`config.mk`:
```
export PLATFORM = sky130hd
export DESIGN_NAME = load_store_unit
export DESIGN_NICKNAME = d
export VERILOG_FILES = /design/src/rtl/lsu_pkg.sv /design/src/rtl/lsu_lane_align.sv /design/src/rtl/load_store_unit.sv
export SDC_FILE = /design/constraint.sdc
export NUM_CORES = 1
export LEC_CHECK = 0
export CAP_MARGIN = 20
export CORE_ASPECT_RATIO = 2
export CORE_MARGIN = 5
export CORE_UTILIZATION = 54
export CTS_CLUSTER_DIAMETER = 30
export DETAILED_ROUTE_END_ITERATION = 16
export PLACE_DENSITY = 0.86
export SLEW_MARGIN = 20
export SYNTH_ARGS = -nofsm -noshare
export SYNTH_HDL_FRONTEND = slang
export SYNTH_SLANG_ARGS = --single-unit
```
`constraint.sdc`:
```
create_clock -name clk_i -period 6.4 [get_ports clk_i]
set_input_delay 1.6 -clock clk_i [delete_from_list [all_inputs] [get_ports clk_i]]
set_output_delay 1.6 -clock clk_i [all_outputs]
set_load 0.02 [all_outputs]
```
`src/rtl/lsu_pkg.sv`:
```
// Shared definitions for the load/store unit: access-size codes, FSM state
// type and the byte-lane helpers used for store merging and load extraction.
package lsu_pkg;

    localparam logic [1:0] SZ_BYTE    = 2'b00;
    localparam logic [1:0] SZ_HALF    = 2'b01;
    localparam logic [1:0] SZ_WORD    = 2'b10;
    localparam logic [1:0] SZ_ILLEGAL = 2'b11;

    typedef enum logic [1:0] {
        IDLE  = 2'd0,
        READ  = 2'd1,
        WRITE = 2'd2,
        RESP  = 2'd3
    } lsu_state_e;

    // Number of bytes touched by an access; 0 for the illegal encoding.
    function automatic logic [2:0] size_bytes(input logic [1:0] size);
        logic [2:0] n;
        case (size)
            SZ_BYTE: n = 3'd1;
            SZ_HALF: n = 3'd2;
            SZ_WORD: n = 3'd4;
            default: n = 3'd0;
        endcase
        return n;
    endfunction

    // Replace only the addressed lanes of the old word with right-justified store data.
    function automatic logic [31:0] lane_merge(input logic [31:0] old_word,
                                               input logic [31:0] wdata,
                                               input logic [1:0]  offset,
                                               input logic [1:0]  size);
        logic [31:0] w;
        w = old_word;
        case (size)
            SZ_BYTE: w[{offset, 3'b000} +: 8]       = wdata[7:0];
            SZ_HALF: w[{offset[1], 4'b0000} +: 16]  = wdata[15:0];
            SZ_WORD: w = wdata;
            default: w = old_word;
        endcase
        return w;
    endfunction

    // Select the addressed byte/half and extend it to 32 bits; words pass through.
    function automatic logic [31:0] lane_extract(input logic [31:0] word,
                                                 input logic [1:0]  offset,
                                                 input logic [1:0]  size,
                                                 input logic        is_unsigned);
        logic [7:0]  b;
        logic [15:0] h;
        logic [31:0] r;
        b = word[{offset, 3'b000} +: 8];
        h = word[{offset[1], 4'b0000} +: 16];
        case (size)
            SZ_BYTE: r = is_unsigned ? {24'h000000, b} : {{24{b[7]}}, b};
            SZ_HALF: r = is_unsigned ? {16'h0000, h} : {{16{h[15]}}, h};
            SZ_WORD: r = word;
            default: r = 32'h0000_0000;
        endcase
        return r;
    endfunction

endpackage

```
`src/rtl/lsu_lane_align.sv`:
```
// Combinational byte-lane datapath: merges store data into a read word and
// extracts/extends load data from a read word.
module lsu_lane_align
    import lsu_pkg::*;
(
    input  logic [31:0] rd_word,
    input  logic [31:0] wdata,
    input  logic [1:0]  offset,
    input  logic [1:0]  size,
    input  logic        is_unsigned,
    output logic [31:0] merged,
    output logic [31:0] load_data
);

    // Lane merge for read-modify-write stores and lane extract for loads.
    always_comb begin
        merged    = lane_merge(rd_word, wdata, offset, size);
        load_data = lane_extract(rd_word, offset, size, is_unsigned);
    end

endmodule

```
`src/rtl/load_store_unit.sv`:
```
// Load/store unit: accepts one CPU request at a time, validates it, performs
// the memory read and/or write it needs and returns a one-cycle response.
// All outputs come straight from flops, loaded with the values that belong to
// the state being entered.
module load_store_unit
    import lsu_pkg::*;
#(
    parameter int MEM_BYTES = 128
) (
    input  logic        clk_i,
    input  logic        rst_i,
    input  logic        req_valid_i,
    output logic        req_ready_o,
    input  logic        req_write_i,
    input  logic [1:0]  req_size_i,
    input  logic        req_unsigned_i,
    input  logic [31:0] req_addr_i,
    input  logic [31:0] req_wdata_i,
    output logic        rsp_valid_o,
    output logic [31:0] rsp_rdata_o,
    output logic        rsp_err_o,
    output logic [31:0] mem_addr_o,
    output logic [31:0] mem_data_o,
    output logic        mem_read_o,
    output logic        mem_write_o,
    input  logic [31:0] mem_data_i
);

    lsu_state_e  state_r, state_s;
    logic        write_r, unsigned_r;
    logic [1:0]  size_r;
    logic [31:0] addr_r, wdata_r;

    logic        accept_s, err_s, misalign_s;
    logic [32:0] end_addr_s;
    logic [31:0] merged_s, load_data_s;

    logic        ready_s, rsp_valid_s, rsp_err_s, mem_read_s, mem_write_s;
    logic [31:0] rsp_rdata_s, mem_addr_s, mem_data_s;
    logic        ready_r, rsp_valid_r, rsp_err_r, mem_read_r, mem_write_r;
    logic [31:0] rsp_rdata_r, mem_addr_r, mem_data_r;

    assign accept_s    = req_valid_i && ready_r;
    assign req_ready_o = ready_r;
    assign rsp_valid_o = rsp_valid_r;
    assign rsp_err_o   = rsp_err_r;
    assign rsp_rdata_o = rsp_rdata_r;
    assign mem_read_o  = mem_read_r;
    assign mem_write_o = mem_write_r;
    assign mem_addr_o  = mem_addr_r;
    assign mem_data_o  = mem_data_r;

    lsu_lane_align u_align (
        .rd_word     (mem_data_i),
        .wdata       (wdata_r),
        .offset      (addr_r[1:0]),
        .size        (size_r),
        .is_unsigned (unsigned_r),
        .merged      (merged_s),
        .load_data   (load_data_s)
    );

    // Classify the incoming request (alignment and range) before it is accepted.
    always_comb begin
        end_addr_s = {1'b0, req_addr_i} + {30'd0, size_bytes(req_size_i)};
        case (req_size_i)
            SZ_BYTE: misalign_s = 1'b0;
            SZ_HALF: misalign_s = req_addr_i[0];
            SZ_WORD: misalign_s = (req_addr_i[1:0] != 2'b00);
            default: misalign_s = 1'b1;
        endcase
        err_s = misalign_s || (end_addr_s > 33'(MEM_BYTES));
    end

    // State register.
    always_ff @(posedge clk_i or negedge rst_i) begin
        if (!rst_i) begin
            state_r <= IDLE;
        end else begin
            state_r <= state_s;
        end
    end

    // Next-state logic: errors skip memory, sub-word stores read first.
    always_comb begin
        state_s = IDLE;
        case (state_r)
            IDLE: begin
                if (!req_valid_i) begin
                    state_s = IDLE;
                end else if (err_s) begin
                    state_s = RESP;
                end else if (req_write_i && (req_size_i == SZ_WORD)) begin
                    state_s = WRITE;
                end else begin
                    state_s = READ;
                end
            end
            READ:    state_s = write_r ? WRITE : RESP;
            WRITE:   state_s = RESP;
            RESP:    state_s = IDLE;
            default: state_s = IDLE;
        endcase
    end

    // Output values for the state being entered; the entry path selects the data source.
    always_comb begin
        ready_s     = 1'b0;
        rsp_valid_s = 1'b0;
        rsp_err_s   = 1'b0;
        rsp_rdata_s = 32'h0000_0000;
        mem_read_s  = 1'b0;
        mem_write_s = 1'b0;
        mem_addr_s  = 32'h0000_0000;
        mem_data_s  = 32'h0000_0000;
        case (state_s)
            IDLE: ready_s = 1'b1;
            READ: begin
                mem_read_s = 1'b1;
                if (state_r == IDLE) begin
                    mem_addr_s = {req_addr_i[31:2], 2'b00};
                end else begin
                    mem_addr_s = {addr_r[31:2], 2'b00};
                end
            end
            WRITE: begin
                mem_write_s = 1'b1;
                if (state_r == IDLE) begin
                    mem_addr_s = {req_addr_i[31:2], 2'b00};
                    mem_data_s = req_wdata_i;
                end else begin
                    mem_addr_s = {addr_r[31:2], 2'b00};
                    mem_data_s = merged_s;
                end
            end
            RESP: begin
                rsp_valid_s = 1'b1;
                if (state_r == IDLE) begin
                    rsp_err_s = 1'b1;
                end else if (state_r == READ) begin
                    rsp_rdata_s = load_data_s;
                end else begin
                    rsp_rdata_s = 32'h0000_0000;
                end
            end
            default: ready_s = 1'b0;
        endcase
    end

    // Output flops; asynchronous reset kills any pending memory write at once.
    always_ff @(posedge clk_i or negedge rst_i) begin
        if (!rst_i) begin
            ready_r     <= 1'b1;
            rsp_valid_r <= 1'b0;
            rsp_err_r   <= 1'b0;
            rsp_rdata_r <= 32'h0000_0000;
            mem_read_r  <= 1'b0;
            mem_write_r <= 1'b0;
            mem_addr_r  <= 32'h0000_0000;
            mem_data_r  <= 32'h0000_0000;
        end else begin
            ready_r     <= ready_s;
            rsp_valid_r <= rsp_valid_s;
            rsp_err_r   <= rsp_err_s;
            rsp_rdata_r <= rsp_rdata_s;
            mem_read_r  <= mem_read_s;
            mem_write_r <= mem_write_s;
            mem_addr_r  <= mem_addr_s;
            mem_data_r  <= mem_data_s;
        end
    end

    // Capture all request fields at the accept edge.
    always_ff @(posedge clk_i or negedge rst_i) begin
        if (!rst_i) begin
            write_r    <= 1'b0;
            size_r     <= 2'b00;
            unsigned_r <= 1'b0;
            addr_r     <= 32'h0000_0000;
            wdata_r    <= 32'h0000_0000;
        end else if (accept_s) begin
            write_r    <= req_write_i;
            size_r     <= req_size_i;
            unsigned_r <= req_unsigned_i;
            addr_r     <= req_addr_i;
            wdata_r    <= req_wdata_i;
        end else begin
            write_r    <= write_r;
            size_r     <= size_r;
            unsigned_r <= unsigned_r;
            addr_r     <= addr_r;
            wdata_r    <= wdata_r;
        end
    end

endmodule

```
# Word-level counts from Yosys, hierarchy flattened
# Index checks and enable logic that the tools add are counted.
[totals]
regBits = 171
inputBits = 103
out_inout_bits = 101
word_cells = 69
[op_classes]
n_addsub = 3
order_cmp = 1
eq_ne = 10
n_shift = 6
muxes = 26
n_reduce_logical = 9
[op_table]
columns = ["cell", "count"]
rows = [
  ["two-way mux 32 bit", 9],
  ["one-hot mux 32 bit (3 select lines)", 2],
  ["bitwise mux 32 bit", 2],
  ["adder 32 x 3 -> 33 bit", 1],
  ["greater-than comparator 33 x 8 -> 1 bit (second input constant)", 1],
  ["variable shift 16 x 7 -> 32 bit (first input constant)", 1],
  ["variable shift 8 x 7 -> 32 bit (first input constant)", 1],
  ["indexed part select 16 x 7 -> 32 bit", 1],
  ["indexed part select 32 x 6 -> 16 bit", 1],
  ["indexed part select 32 x 6 -> 8 bit", 1],
  ["indexed part select 8 x 7 -> 32 bit", 1],
  ["negation 5 -> 7 bit", 2],
  ["equality test 2 bit (second input constant)", 6],
  ["one-hot mux 3 bit (3 select lines)", 1],
  ["equality test 2 x 1 -> 1 bit (second input constant)", 4],
  ["zero test 2 bit", 4],
  ["one-hot mux 2 bit (4 select lines)", 1],
  ["two-way mux 1 bit", 7],
  ["two-way mux 2 bit", 3],
  ["one-hot mux 1 bit (3 select lines)", 1],
  ["logical AND 1 bit", 2],
  ["nonzero test 2 bit", 1],
  ["OR reduction 2 bit", 1],
  ["logical OR 1 bit", 1],
]

# Depth between registers and ports, before layout
# Gate-level depths: netlist (run 1).
[logic_depth]
depth_word = 11
depth_mapped = 14
depth_no_buf = 13

# Modules after synthesis
# A second synthesis (run 1) with hierarchy kept.
[hier_totals]
hier_cells = 823
hier_area_um2 = 9056.2
[by_module_without_submodules]
columns = ["module", "n_inst", "cells_each", "area_per_inst_um2", "seq_area_each_um2"]
rows = [
  ["load_store_unit", 1, 577, 7314.5, 4230.3],
  ["lsu_lane_align", 1, 246, 1741.7, 0.0],
]

# Worst setup path before layout (run 1)
# Ideal clock, no wire load.
[synth_timing]
path_kind = "input-to-reg"
start = "input req_size_i[1]"
end = "register mem_addr_r[10], in the netlist mem_addr_o[10]"
setup_ns = 0.132
arrival_time_ns = 4.488
required_time_ns = 6.268
setup_slack_ns = 1.780
cell_stages = 13
path_cell_list = "nor2_1 -> ha_1 -> fa_1 -> a21oi_1 -> nor4_4 -> a211oi_1 -> a41oi_1 -> or4_1 -> nor3_2 -> a21oi_1 -> ha_1 -> clkbuf_1 -> nor2_1"
[synth_via]
elab_chain_len = 11
word_cells_on_any_way = 17
classes_between = "1 x add/sub; 1 x order compare; 4 x eq/ne; 7 x mux; 4 x reduce/logical"
[synth_lines]
columns = ["element", "line", "rtl"]
rows = [
  ["start: declaration", "load_store_unit.sv:15", "input logic [1:0] req_size_i,"],
  ["equality test 2 bit, or another cell as far along", "lsu_pkg.sv:20, load_store_unit.sv:66, load_store_unit.sv:93", ""],
  ["one-hot mux 3 bit (3 select lines)", "lsu_pkg.sv:20", "case (size)"],
  ["adder 32 x 3 -> 33 bit", "load_store_unit.sv:65", "end_addr_s = {1'b0, req_addr_i} + {30'd0, size_bytes(req_size_i)};"],
  ["greater-than comparator 33 x 8 -> 1 bit", "load_store_unit.sv:72", "err_s = misalign_s || (end_addr_s > 33'(MEM_BYTES));"],
  ["logical OR 1 bit", "load_store_unit.sv:72", ""],
  ["two-way mux 2 bit (*)", "load_store_unit.sv:91", "end else if (err_s) begin"],
  ["two-way mux 2 bit (*)", "load_store_unit.sv:89", "if (!req_valid_i) begin"],
  ["one-hot mux 2 bit (4 select lines) (*)", "load_store_unit.sv:87", "case (state_r)"],
  ["via state_s[0]", "load_store_unit.sv:29", "lsu_state_e state_r, state_s;"],
  ["equality test 2 bit / equality test 2 x 1 -> 1 bit (equally long branches)", "load_store_unit.sv:116", "case (state_s)"],
  ["OR reduction 2 bit (no line) (*)", "n/a", ""],
  ["two-way mux 32 bit (*)", "n/a", ""],
  ["via mem_addr_s[10]", "load_store_unit.sv:39", "logic [31:0] rsp_rdata_s, mem_addr_s, mem_data_s;"],
  ["end signal: assignment", "load_store_unit.sv:168", "mem_addr_r <= mem_addr_s;"],
  ["end: declaration", "load_store_unit.sv:41", "logic [31:0] rsp_rdata_r, mem_addr_r, mem_data_r;"],
]
# The timed path passes the listed nets; every way through them passes the cells marked *.
# A chain may end at the register's enable or synchronous reset.

# Final worst setup path (run 1)
[layout_timing]
start = "input req_size_i[0]"
end = "register mem_addr_r[3], in the netlist mem_addr_o[3]"
# The elaborated chain is that of the path after synthesis.

==> results.md, run 1 <==
| Step | Item | This run |
| --- | --- | --- |
| placement | Count of input and output buffers | 201 |
| clocking | Clock-pin slew of the registers on the worst-case setup and hold paths | 0.06 ns |
| sta | Fmax | 186 MHz |
| sta | Final hold viol count | 0 |
| floorplan | Standard cell core area | 0.0152 mm2 |
| clocking | Number of instances resized during post-cts repair | 0 |
| clocking | Hold buffer count at cts | 0 |
| floorplan | # rows | 64 |
| synthesis | Fraction of registers with async set/reset | 1.00 |
| power and ir drop | VDD IR-drop max | 0.000296 V |
| routing | DR iter-0 viols | 425 |
| synthesis | Post-synthesis sequential area ratio | 0.508 |
| setup path | Maximum fanout along the worst path | 19 |
| routing | Vias/cell | 6.24 |
| floorplan | Die width | 97.8 um |
| global routing | Initial antenna violation count | 1 |
| setup path | Cell-by-cell trace of the critical path | clkdlybuf4s50_1 -> nor2_1 -> ha_1 -> fa_1 -> a21oi_1 -> nor4_4 -> nand2_1 -> xnor2_1 -> or4_1 -> nor3_2 -> a21oi_1 -> ha_1 -> buf_12 -> nor2_1 |
| routing | Total wirelength of the detailed-routed design | 26,000 um |
| synthesis | Ranking of synthesized cells by instance count | dfrtp_1, mux2_2, nor2_1, nand2_1, a21oi_1 |
| synthesis | Synthesized flop and latch total | 169 |
| setup path | Endpoint arrival time on the critical path | 5.67 ns |
| finish | Fraction of final layout cells with drive strength greater than 1 | 0.151 |
| sta | Post-route clock period utilization | 0.838 |
| sta | Fin Clk Skew | 0.00915 ns |
| global routing | Grt total ovfl | 0 |
| global routing | Overall routing resource usage | 0.292 |
| synthesis | Post-synthesis cell type count | 67 |
| power and ir drop | Overall Power | 5450 uW |
| clocking | Clk Latency, worst-skew pair | 0.43 ns |
| power and ir drop | Static Leakage | 0.00477 uW |
| synthesis | Library cell occupying the most area in the post-synthesis netlist | dfrtp_1 |
| setup path | Slowest CP cell | or4_1 |
| synthesis | Largest cells by area after synthesis | dfrtp_1, mux2_2, mux2i_1 |
| setup path | Element type at the critical path start | input pin |
| synthesis | YS warnings | 0 |
| floorplan | Floorplan die area | 0.0182 mm2 |
| sta | Measured slew at the worst slew-check pin | 1.08 ns |
| routing | Detailed-route via count | 7,083 |
| sta | Number of pins exceeding their max-slew limit in the final report | 0 |
| routing | Detailed-route DRC error count | 0 |
| clocking | Clock H-tree levels | 4 |
| setup path | WS Path Type | in2reg |
| finish | Number of nets in the finished design | 1,040 |
| global routing | Largest net degree at the start of global routing | 120 |
| setup path | Maximum cell stage delay along the critical path | 0.60 ns |
| sta | Setup repair after global routing missed its margin | false |
| finish | Footprint of the multi-input gates | 0.00388 mm2 |
| synthesis | Fraction of synthesized cell area taken by the top area cell type | 0.505 |
| finish | Number of inserted filler cells in the final layout | 1,066 |
| sta | Worst slew margin relative to its limit | 0.280 |
| floorplan | Die extent in y | 186 um |
| routing | Wirelength per Cell | 22.9 um |
| synthesis | Mean instance size in the synthesized netlist | 11.2 um2 |
| floorplan | Effective utilization at floorplan | 0.547 |
| global routing | Global-route wire length before repair | 40,800 um |
| status | Result of the run | complete, no violations |
| sta | Post-route minimum period | 5.36 ns |
| synthesis | Ys flop type | dfrtp_1 |
| setup path | Crit end category | flip-flop |
| setup path | Top Family by Delay on Critical Path | simple AND/OR/NAND/NOR gates |
| floorplan | Io pins | 204 |
| power and ir drop | Cell Pwr Density | 490 mW/mm2 |
| routing | Post-detailed-route count of antenna-violating nets | 0 |
| hold path | Worst min-delay path category | reg2reg |
| placement | Detailed placement HPWL | 18,900 um |
| clocking | Sinks on Clock Net | 169 |
| flow run | Number of maximum-capacitance constraint violations | 0 |
| sta | Final number of setup-violating endpoints | 0 |
| finish | Register area | 0.00423 mm2 |
| synthesis | Count of flip-flops with a built-in enable after synthesis | 0 |
| clocking | TritonCTS clock tree | yes |
| clocking | Clock tree buffer depth | 2 |
| global routing | Vias in the first global route | 7,394 |
| sta | Total negative setup slack | 0 ns |
| clocking | Buffer type at the clock tree root | clkbuf_16 |
| routing | Drt pass-1 iters | 6 |
| setup path | Worst path bufs/invs | 2 |
| placement | Weighted congestion reported at the end of routability-driven placement | 1.01 |
| synthesis | Netlist area before placement | 0.00833 mm2 |
| clocking | Post-CTS Repair Setup Buffers | 0 |
| finish | Syn-to-layout area delta | 33.5% |
| setup path | Worst path required time | 6.71 ns |
| clocking | Number of buffers created by CTS | 17 |
| synthesis | Number of standard cells after synthesis | 745 |
| synthesis | Most repeated cell in the gate-level netlist after synthesis | dfrtp_1 |
## where the power goes
part	total [uW]	leakage [uW]	switching (uW)	internal [uW]
sequential	1750	0.00215	279	1470
clock	1090	0.000294	434	656
combinational	2600	0.00232	1450	1160
## cell type report
| cell class | count | share of cell area |
|---|---|---|
| antenna | 1 | 0.000225 |
| clock buffer | 18 | 0.0386 |
| clock inverter | 14 | 0.0178 |
| inverter | 10 | 0.00338 |
| multi-input combinational | 516 | 0.349 |
| sequential | 169 | 0.380 |
| tap | 198 | 0.0223 |
| timing repair buffer | 209 | 0.188 |
## final timing paths
path	cells after the start	end	from	slack [ns]
setup / recovery	14	mem_addr_o[3]	req_size_i[0]	1.04
hold / removal	2	addr_r[5]	addr_r[5]	0.49
setup reg to reg	8	mem_data_o[12]	addr_r[1]	3.32
hold reg to reg	2	addr_r[5]	addr_r[5]	0.49
max in group asynchronous	2	mem_data_o[3]	rst_i	3.91
min in group asynchronous	1	mem_addr_o[8]	rst_i	1.30
## through the flow
| stage | setup WS [ns] | hold slack (ns) | std cells | utilization | area, um2 |
|---|---|---|---|---|---|
| 2_1_floorplan | 1.78 | 0.449 | 746 | - | 8330 |
| 3_3_place_gp | 0.785 | 0.467 | 1102 | 0.689 | 10500 |
| 3_5_place_dp | 0.674 | 0.477 | 1102 | 0.689 | 10500 |
| 4_1_cts | 1.08 | 0.495 | 1134 | 0.730 | 11100 |
| 5_1_grt | 0.773 | 0.518 | 1135 | 0.731 | 11100 |
| 6_report | 1.04 | 0.493 | 1135 | 0.731 | 11100 |
## placed cells by master (no fill, tap or decap), types with 5 or more instances in the layout
| cell | n |
|---|---|
| nand4_1 | 9 |
| nand2_1 | 50 |
| o211ai_1 | 8 |
| clkdlybuf4s50_1 | 200 |
| a221o_1 | 17 |
| and3_1 | 5 |
| xnor2_1 | 6 |
| dfrtp_1 | 168 |
| a221oi_1 | 18 |
| mux2_2 | 83 |
| a21o_1 | 5 |
| o211a_1 | 16 |
| nor3_1 | 5 |
| o21ai_0 | 27 |
| a21oi_1 | 50 |
| a22oi_1 | 14 |
| ha_1 | 12 |
| mux2i_1 | 34 |
| nand3_1 | 11 |
| a222oi_1 | 6 |
| clkbuf_16 | 17 |
| inv_1 | 10 |
| a211oi_1 | 5 |
| nor2_1 | 62 |
| buf_4 | 7 |
| and2_1 | 7 |
| and4_1 | 5 |
| nor2b_1 | 5 |
## tightest hold or removal path, stage by stage (launching register included)
cell and delay (ns):
dfrtp_1 0.35, nand2_1 0.05, o21ai_0 0.06
## cell families (layout without fill, tap and decap cells)
kind of cell / after synthesis / count (layout) / share of synthesized area
DFF: 169 / 169 / 0.508
other: 1 / 3 / 0.000450
adders and majority gates: 14 / 14 / 0.0219
AOI/OAI and AO/OA: 191 / 191 / 0.164
muxes: 118 / 118 / 0.156
and+or+nand+nor: 183 / 183 / 0.112
buffers and inverters: 61 / 251 / 0.0287
xor gates and xnor gates: 8 / 8 / 0.00842
## registers in the layout, summed over array words and instances, names as in the netlist
| name | cells |
|---|---|
| addr_r | 32 |
| rsp_valid_o | 1 |
| unsigned_r | 1 |
| rsp_err_o | 1 |
| size_r | 2 |
| rsp_rdata_o | 32 |
| mem_write_o | 1 |
| state_r | 2 |
| mem_data_o | 32 |
| mem_addr_o | 30 |
| write_r | 1 |
| wdata_r | 32 |
| req_ready_o | 1 |
| mem_read_o | 1 |
## per-layer routing
| layer | part of all wire | vias up | global-route usage |
|---|---|---|---|
| met2 | 0.55 | 407 | 0.550 |
| met4 | 0.069 | 0 | 0.188 |
| met5 | 0 | - | 0 |
| met3 | 0.060 | 111 | 0.0488 |
| met1 | 0.32 | 3434 | 0.294 |
| li1 | - | 3131 | - |
No activity file was read; power rests on OpenSTA's default activity.
==> run 2, diff against run 1 <==
- CORE_UTILIZATION: 54 -> 50
- PLACE_DENSITY: 0.86 -> 0.81
- clock period: 6.4 -> 5.4 ns (I/O delays scaled with it)
==> results.md, run 2 (synthesis results as in run 1) <==
| Step | Item | This run | vs previous |
| --- | --- | --- | --- |
| clocking | Clock H-tree levels | 4 | unchanged |
| setup path | Endpoint arrival time on the critical path | 5.15 ns | -0.52 ns |
| global routing | Vias in the first global route | 7,270 | -1.7% |
| hold path | Min-Delay Startpoint | addr_r[3] |  |
| floorplan | Effective utilization at floorplan | 0.509 | -0.0380 |
| global routing | Largest net degree at the start of global routing | 92 | -23% |
| sta | Worst slew margin relative to its limit | 0.288 | +0.00842 |
| flow run | Number of maximum-capacitance constraint violations | 0 | unchanged |
| sta | Total negative setup slack | 0 ns | unchanged |
| finish | Most frequent standard cell in the layout excluding fill and tap cells | clkdlybuf4s50_1 |  |
| routing | Drt pass-1 iters | 5 | -1 |
| hold path | Worst min-delay path category | reg2reg |  |
| sta | Final hold viol count | 0 | unchanged |
| floorplan | Floorplan die area | 0.0195 mm2 | +7.4% |
| power and ir drop | Static Leakage | 0.00479 uW | +0.43% |
| floorplan | Standard cell core area | 0.0164 mm2 | +7.5% |
| clocking | Clock-pin slew of the registers on the worst-case setup and hold paths | 0.07 ns | about the same |
| setup path | Slowest CP cell | or4_1 |  |
| setup path | Worst setup path start | req_size_i[0] |  |
| routing | Wirelength per Cell | 23.1 um | +0.73% |
| clocking | Number of instances resized during post-cts repair | 0 | unchanged |
| clocking | Hold buffer count at cts | 0 | unchanged |
| global routing | Grt total ovfl | 0 | unchanged |
| setup path | Worst reg2reg startpoint | addr_r[1] |  |
| clocking | Buffer type at the clock tree root | clkbuf_16 |  |
| sta | Post-route minimum period | 4.79 ns |  |
| sta | Fin Clk Skew | 0.00863 ns | -0.000517 ns |
| setup path | Crit end category | flip-flop |  |
| sta | Fmax | 209 MHz |  |
| finish | Fraction of final layout cells with drive strength greater than 1 | 0.151 | +0.000423 |
| routing | DR iter-0 viols | 314 | -26% |
| finish | Highest-count cells in the layout ignoring fill and taps | clkdlybuf4s50_1, dfrtp_1, mux2_2 |  |
| routing | Routed length on met1 | 8270 um | -0.76% |
| clocking | Clk Latency, worst-skew pair | 0.43 ns | about the same |
| setup path | WS Path Type | in2reg |  |
| power and ir drop | Overall Power | 6450 uW | +18% |
| sta | Final number of setup-violating endpoints | 0 | unchanged |
| clocking | Number of buffers created by CTS | 17 | unchanged |
| floorplan | Io pins | 204 | unchanged |
| global routing | Global-route wire length before repair | 40,500 um | -0.76% |
| sta | Post-route clock period utilization | 0.887 |  |
| global routing | Overall routing resource usage | 0.277 | -0.0154 |
| routing | Met2 WL post-DR | 14,400 um | +0.43% |
| setup path | Worst path required time | 5.76 ns | -0.95 ns |
| clocking | Post-CTS Repair Setup Buffers | 0 | unchanged |
| setup path | Maximum fanout along the worst path | 33 | +14 |
| routing | Uppermost metal layer occupied by signal nets | met4 |  |
| placement | Detailed placement HPWL | 19,400 um | +2.4% |
| setup path | Cell-by-cell trace of the critical path | clkdlybuf4s50_1 -> nor2b_1 -> fa_1 -> a21oi_1 -> nor4_4 -> nand2_1 -> xnor2_1 -> or4_1 -> nor3_2 -> a21o_1 -> ha_1 -> buf_12 -> o21ai_0 -> a21oi_1 |  |
| sta | Number of pins exceeding their max-slew limit in the final report | 0 | unchanged |
| routing | Post-detailed-route count of antenna-violating nets | 0 | unchanged |
| finish | Number of nets in the finished design | 1,044 | +0.38% |
| global routing | Initial antenna violation count | 0 | -1 |
| setup path | Element type at the critical path start | input pin |  |
| routing | Routed length on met3 | 1810 um | +16% |
| routing | Detailed-route via count | 7,024 | -0.83% |
| sta | Setup repair after global routing missed its margin | false |  |
| setup path | Worst path bufs/invs | 2 | unchanged |
| placement | Weighted congestion reported at the end of routability-driven placement | 0.956 | -5.6% |
| sta | Measured slew at the worst slew-check pin | 1.06 ns | -0.0126 ns |
| routing | Total wirelength of the detailed-routed design | 26,400 um | +1.5% |
| setup path | Top Family by Delay on Critical Path | simple AND/OR/NAND/NOR gates |  |
| finish | Syn-to-layout area delta | 33.9% |  |
| finish | Antenna diode instance count | 0 | -1 |
| clocking | Clock tree buffer depth | 2 | unchanged |
| clocking | Sinks on Clock Net | 169 | unchanged |
| power and ir drop | VDD IR-drop max | 0.000407 V | +37% |
| status | Result of the run | complete, no violations |  |
| setup path | Most used cell, CP | a21oi_1 |  |
| routing | Vias/cell | 6.14 | -1.6% |
| floorplan | Die width | 101 um | +3.5% |
| floorplan | Die extent in y | 193 um | +3.7% |
| routing | Detailed-route DRC error count | 0 | unchanged |
| finish | Number of inserted filler cells in the final layout | 1,242 | +17% |
| placement | Count of input and output buffers | 201 | unchanged |
| power and ir drop | Cell Pwr Density | 578 mW/mm2 | +18% |
| clocking | TritonCTS clock tree | yes |  |
| setup path | Maximum cell stage delay along the critical path | 0.59 ns | about the same |
| floorplan | # rows | 66 | +3.1% |
run 2: changes by cell type in the layout (fill, tap and decap cells not counted), sizes merged:
cell / previous run / this run
clkinvlp: 4 / 2
diode: 1 / 0
clkinv: 4 / 3
inv: 12 / 11
buf: 8 / 13
clkbuf: 19 / 22
run 2: worst paths after layout:
check                            endpoint  slack [ns]  depth (start not counted)
max                        mem_data_o[21]        0.61                         14
min                             addr_r[3]        0.49                          2
max reg2reg                mem_data_o[14]        2.33                          8
min reg2reg                     addr_r[3]        0.49                          2
max in group asynchronous     req_ready_o        3.33                          2
min in group asynchronous   mem_addr_o[8]        0.98                          1
run 2: final cells by class:
type | instances | area, um2 | share of cell area
inverters | 10 | 37.5 | 0.00337
clock buffers | 22 | 454 | 0.0407
repair buffers | 213 | 2130 | 0.191
well taps | 204 | 255 | 0.0229
clock inverters | 10 | 166 | 0.0149
multi-input cells | 516 | 3870 | 0.348
flip-flops and latches | 169 | 4230 | 0.380
run 2: power by group:
part	internal [uW]	switching, uW	total, uW
clock	789	500	1290
combinational	1380	1690	3070
sequential	1750	341	2090
total	3920	2530	6450
run 2: through the flow:
stage	utilization	std cells	hold slack (ns)	setup WS, ns	instance area [um2]
floorplan	-	746	0.449	1.03	8330
global placement	0.644	1112	0.464	0.266	10500
detailed placement	0.644	1112	0.478	0.196	10500
CTS	0.682	1144	0.493	0.639	11100
global route	0.682	1144	0.523	0.310	11100
finish	0.682	1144	0.489	0.610	11100
run 2: worst min-delay path, stage by stage (launching register included):
cell     delay [ns]
dfrtp_1        0.34
nand2_1        0.05
o21ai_0        0.06
run 2: per-layer routing:
layer | GRT usage | up-vias
met5 | 0 | -
met4 | 0.190 | 0
met3 | 0.0561 | 110
met2 | 0.498 | 372
met1 | 0.277 | 3415
li1 | - | 3127
